### config.mk
export PLATFORM = sky130hd
export DESIGN_NAME = pipe_hazard_stall_ctrl
export DESIGN_NICKNAME = d
export VERILOG_FILES = /design/src/rtl/pipe_hazard_stall_ctrl.sv
export SDC_FILE = /design/constraint.sdc
export NUM_CORES = 1
export LEC_CHECK = 0
export BUFFER_PORTS_ARGS = -buffer_cell sky130_fd_sc_hd__buf_2
export CORE_UTILIZATION = 38
export CTS_CLUSTER_DIAMETER = 100
export DETAILED_ROUTE_END_ITERATION = 7
export GPL_TIMING_DRIVEN = 0
export PLACE_DENSITY = 0.88
export SETUP_SLACK_MARGIN = 0.5
export SKIP_CTS_REPAIR_TIMING = 1
export SLEW_MARGIN = 20
export SYNTH_ARGS = -nofsm -noshare
export SYNTH_HDL_FRONTEND = slang
export SYNTH_SLANG_ARGS = --single-unit
### constraint.sdc
create_clock -name clk -period 2.9 [get_ports clk]
set_input_delay 0.435 -clock clk [delete_from_list [all_inputs] [get_ports clk]]
set_output_delay 0.435 -clock clk [all_outputs]
set_load 0.03 [all_outputs]
### src/rtl/pipe_hazard_stall_ctrl.sv
// Stall/flush controller: counts outstanding cache requests per channel, freezes mapped
// pipeline stages while busy and defers flushes to frozen stages. Option: STALL_PERF_EN.
module pipe_hazard_stall_ctrl #(
   parameter int                          N_CH       = 2,
   parameter int                          NUM_STAGES = 3,
   parameter int                          MAX_OUT    = 2,
   parameter logic [N_CH*NUM_STAGES-1:0] STALL_MASK = 6'b111_001
) (
   input  logic                    clk,
   input  logic                    rst,
   input  logic [N_CH-1:0]         ch_valid,
   input  logic [N_CH-1:0]         ch_ready,
   output logic [N_CH-1:0]         ch_accept,
   input  logic [NUM_STAGES-1:0]   flush_req,
   output logic [NUM_STAGES-1:0]   stall_o,
   output logic [NUM_STAGES-1:0]   flush_o,
   output logic                    pc_stall,
   output logic [N_CH-1:0]         err_o,
   input  logic                    perf_clr,
   output logic [N_CH*32-1:0]      perf_stall_cnt
);

   localparam int            CW      = $clog2(MAX_OUT + 1);
   localparam logic [CW-1:0] CNT_MAX = CW'(MAX_OUT);

   logic [CW-1:0]         cnt_q [N_CH];
   logic [CW-1:0]         cnt_d [N_CH];
   logic [N_CH-1:0]       fire, rsp, busy;
   logic [N_CH-1:0]       err_q, err_d;
   logic [NUM_STAGES-1:0] pend_q, pend_d;

   always_comb begin
      // NOTE: every combinational output gets a default before any loop or branch so no latch is inferred.
      fire      = '0;
      rsp       = '0;
      busy      = '0;
      ch_accept = '0;
      stall_o   = '0;
      for (int i = 0; i < N_CH; i++) begin
         ch_accept[i] = (cnt_q[i] != CNT_MAX);
         fire[i]      = ch_valid[i] & ch_accept[i];
         // A response counts only if something is (or just became) outstanding.
         rsp[i]       = ch_ready[i] & ((cnt_q[i] != '0) | fire[i]);
         cnt_d[i]     = cnt_q[i] + CW'(fire[i]) - CW'(rsp[i]);
         busy[i]      = (cnt_d[i] != '0);
         for (int s = 0; s < NUM_STAGES; s++) begin
            stall_o[s] = stall_o[s] | (busy[i] & STALL_MASK[i*NUM_STAGES+s]);
         end
      end
      pc_stall = |busy;
      err_d    = err_q | (ch_ready & ~rsp);
      flush_o  = (flush_req | pend_q) & ~stall_o;
      pend_d   = (flush_req | pend_q) & stall_o;
   end

   always_ff @(posedge clk or negedge rst) begin
      if (!rst) begin
         for (int i = 0; i < N_CH; i++) cnt_q[i] <= '0;
         err_q  <= '0;
         pend_q <= '0;
      end else begin
         // NOTE: sequential state uses non-blocking assignments so every register samples pre-edge values.
         for (int i = 0; i < N_CH; i++) cnt_q[i] <= cnt_d[i];
         err_q  <= err_d;
         pend_q <= pend_d;
      end
   end

   assign err_o = err_q;

`ifdef STALL_PERF_EN
   logic [31:0] perf_q [N_CH];

   always_ff @(posedge clk or negedge rst) begin
      if (!rst) begin
         for (int i = 0; i < N_CH; i++) perf_q[i] <= '0;
      end else begin
         for (int i = 0; i < N_CH; i++) begin
            if (perf_clr)
               perf_q[i] <= '0;
            else if (busy[i] && (perf_q[i] != 32'hFFFF_FFFF))
               perf_q[i] <= perf_q[i] + 32'd1;
         end
      end
   end

   always_comb begin
      perf_stall_cnt = '0;
      for (int i = 0; i < N_CH; i++) perf_stall_cnt[i*32 +: 32] = perf_q[i];
   end
`else
   // Counters are compiled out; the ports stay so the interface does not change.
   logic unused_perf_clr;
   assign unused_perf_clr = perf_clr;
   assign perf_stall_cnt  = '0;
`endif

endmodule

======== After elaboration in Yosys (flattened, before gate mapping) ========
Cells that the tools add are included.
Widths: inputs -> output; s select.
word-level totals
  memories ................................ 0
  logic and storage cells ................. 29
  register bits ........................... 9
  RAM bits ................................ 0
  output and inout port bits .............. 75
  memory bits (read-only) ................. 0
  bits in latches ......................... 0
  input bits .............................. 10
cells by class
  reduce and logical (&&, ||, !) cells .... 5
  add/subtract/negate cells ............... 4
  bitwise gates (word level) .............. 14
  $lt $le $gt $ge ......................... 0
  mux-type cells .......................... 0
  div/mod/pow operators ................... 0
  shifts and indexed selects .............. 0
  multipliers ............................. 0
  eq/ne operators ......................... 2
operators by type and width
  cell                number
  $reduce_bool 2->1   4
  $and 3x3->3         2
  $add 2x1->2         2
  $and 1x1->1         4
  $ne 2x2->1 const B  2
  $sub 2x1->2         2
  $not 3->3           1
  $or 1x1->1          3
  $or 3x3->3          1
  $and 2x2->2         1
  $not 2->2           1
  $or 2x2->2          1
  $reduce_or 2->1     1

======== Depth between registers and ports, before layout ========
  word-level depth ........................ 9
  mapped depth ............................ 9
  mapped depth without buffers ............ 9

======== Worst setup path after synthesis ========
Ideal clock, no wire load.
  path kind ............................... flip-flop to output port
  start point ............................. register cnt_q[1] (netlist name)
  end point ............................... output port flush_o[1]
  cell stages (with the launch flop) ...... 10
  path slack .............................. 0.198 ns
  arrival time ............................ 2.267 ns
  buffers on the path ..................... 0
  data required time ...................... 2.465 ns
  cells stage by stage .................... dfrtp_1 or2b_1 nand2_1 ha_1 inv_1 ha_1 xor3_2 nor2_2 inv_2 nor2_1
RTL lines
  item             line  source
  start, declared  26    logic [CW-1:0] cnt_q [N_CH];
  end, declared    16    output logic [NUM_STAGES-1:0] flush_o,

==> flow_summary.json <==
{
  "drt_wl_total_um": 1460,
  "grt_pass1_vias": 449,
  "grt_setup_unrepaired": "yes",
  "netlist-cell-type-count": 18,
  "period_needed_ns": 2.79,
  "cts.sinks": 9,
  "vias": 687,
  "critPathCaptureType": "primary output",
  "final_max_slew_viol_count": 0,
  "drt-initial-drc-count": 2,
  "max-vdd-ir-drop_v": 0.000643,
  "finalHoldViolCount": 0,
  "die_area_um2": 2740,
  "cpMaxStageDelayCell": "dfrtp_1",
  "cp_cell_sequence": "nor3_2, nor2b_1, ha_1, inv_1, ha_1, xor3_2, nor4_4, inv_2, buf_4, buf_6",
  "worst_path_most_repeated_cell": "ha_1",
  "grt_max_degree": 10,
  "path_class": "flop to primary output",
  "crit_arrival_ns": 2.35,
  "finalSetupViolCount": 0,
  "p_leak_nw": 0.903,
  "avgSynthCellArea_um2": 8.99,
  "postRouteAntennaNets": 0,
  "area_growth_pct": 50.6,
  "drtPass1Iterations": 2,
  "gp_congestion": 0.629,
  "path_clk_slew_ns": 0.06,
  "vias_per_cell": 3.08,
  "drv_cap": 0,
  "yosysWarnings": 0,
  "rr_startpoint": "cnt_q[1]$_DFF_PN0_",
  "port_buffers": 19,
  "drc": 0,
  "power_density_nw_per_um2": 958,
  "final.period_utilization_pct": 96.0,
  "rr_worst_depth": 10,
  "critPathMaxStageDelay_ns": 0.41,
  "clock_path_buffers": 2,
  "grt_overflow": 0,
  "grt_use_total_pct": 9.32,
  "status": "complete, no violations",
  "hold_class": "primary input to asynchronous set/reset pin",
  "layout-drive-gt1-share_pct": 52.8,
  "die_h_um": 52.3,
  "tritoncts": "yes",
  "grt_pass1_wl_um": 1810,
  "h-tree-depth": 1,
  "finalSetupTns_ns": 0,
  "fmax_ghz": 0.359,
  "setup_ws_ns": 0.115,
  "antenna_cells": 0,
  "required_ns": 2.47,
  "routedWlPerCell_um": 6.55,
  "initial_core_util_pct": 41.9,
  "seq_area_frac_synth_pct": 23.4,
  "cts_root_buf": "clkbuf_4",
  "worstSetupStartpoint": "cnt_q[1]$_DFF_PN0_",
  "core_area_um2": 2300,
  "ys_ff_latch": 9,
  "clkLatencyLatePin_ns": 0.26,
  "critical_path.max_fanout": 3,
  "nNetsFinal": 210,
  "pre_cts_ws_ns": 0.287,
  "finalClockSkew_ns": 0.00434,
  "hpwl_um": 1270,
  "die-width_um": 52.3,
  "synth_area_um2": 962,
  "antenna_found_initial": 0,
  "cp-start-kind": "flop",
  "netlist_instances": 107,
  "cts_buffers": 3,
  "power_mw": 1.39,
  "io_pins": 85,
  "rows": 17
}
## synth_stat cells
| master | n | area, um^2 |
|---|---|---|
| a21o_1 | 2 | 15.0 |
| and2b_1 | 1 | 7.51 |
| buf_4 | 66 | 495 |
| conb_1 | 1 | 3.75 |
| dfrtp_1 | 9 | 225 |
| ha_1 | 4 | 50.1 |
| inv_1 | 3 | 11.3 |
| inv_2 | 1 | 3.75 |
| nand2_1 | 2 | 7.51 |
| nand2b_1 | 1 | 6.26 |
| nor2_1 | 8 | 30.0 |
| nor2_2 | 1 | 6.26 |
| nor2b_1 | 2 | 12.5 |
| nor3_1 | 2 | 10.0 |
| nor4_4 | 1 | 21.3 |
| or2b_1 | 1 | 7.51 |
| xor3_1 | 1 | 23.8 |
| xor3_2 | 1 | 25.0 |
## path summary, 6_finish.rpt
check	to	slack, ns
max	stall_o[0]	0.11
min	err_o[1]$_DFF_PN0_	0.01
max in group asynchronous	err_o[0]$_DFF_PN0_	2.71
min in group clk	err_o[0]$_DFF_PN0_	0.39
min reg2reg	err_o[0]$_DFF_PN0_	0.45
max reg2reg	pend_q[1]$_DFF_PN0_	0.89
## cell families after synthesis
logic type | after synthesis | synth area share (%)
fa+ha+maj | 4 | 5.20
flops | 9 | 23.4
buf+inv | 70 | 53.1
xor+xnor | 2 | 5.07
compound gates | 2 | 1.56
other cells | 1 | 0.390
simple gates | 19 | 11.3
## report_power, final
group          internal [mW]  switching (mW)
sequential             0.183          0.0422
clock                 0.0529          0.0419
combinational          0.467           0.600
total                  0.703           0.684
## metal layers
layer  share of wire (%)  GRT usage, %  up-vias
met5                   0             0        -
met4                   0          3.95        0
met3                  12          4.64        0
met2                  58          16.0       41
met1                  29          9.40      270
li1                    -             -      376
## cell usage in the layout, fill, tap and decap left out
master	Yosys	final
buf_4	66	70
conb_1	1	64
buf_2	0	12
dfrtp_1	9	9
nor2_1	8	6
buf_6	0	5
ha_1	4	4
clkbuf_4	0	3
nor3_2	0	2
nor2b_1	2	2
inv_1	3	2
nor2_4	0	2
a21o_1	2	2
xor3_2	1	1
inv_4	0	1
nor2_2	1	1
nand2b_4	0	1
nand2_1	2	1
xor3_1	1	1
nor4_4	1	1
inv_2	1	1
and2b_2	0	1
or2b_4	0	1
nand2_2	0	1
clkbuf_1	0	1
## stage by stage
stage | utilization (%) | area [um^2] | cells | hold WS, ns
after CTS | 60.0 | 1380 | 221 | 0.00515
final | 63.1 | 1450 | 223 | 0.0114
after global placement | 58.8 | 1350 | 217 | 0.297
after floorplan | - | 1220 | 170 | 0.139
after detailed placement | 58.8 | 1350 | 217 | 0.296
after global routing | 63.1 | 1450 | 223 | 0.00834
## registers in the layout, indices dropped and copies added, names as in the netlist
signal  flops
cnt_q       4
pend_q      3
err_o       2
## critical path, delay by kind of cell, from the launching register on
kind | cells | cell delay (ns)
xor+xnor | 1 | 0.29
fa+ha+maj | 2 | 0.40
buf+inv | 4 | 0.40
flops | 1 | 0.41
simple gates | 3 | 0.58
## final cells by class
class | instances | area, um^2
well taps | 28 | 35.0
inverters | 4 | 17.5
flip-flops and latches | 9 | 225
multi-input cells | 91 | 503
fillers | 221 | 848
clock buffers | 4 | 26.3
repair buffers | 21 | 146
plain buffers | 66 | 495
(Power assumes the default switching activity.)
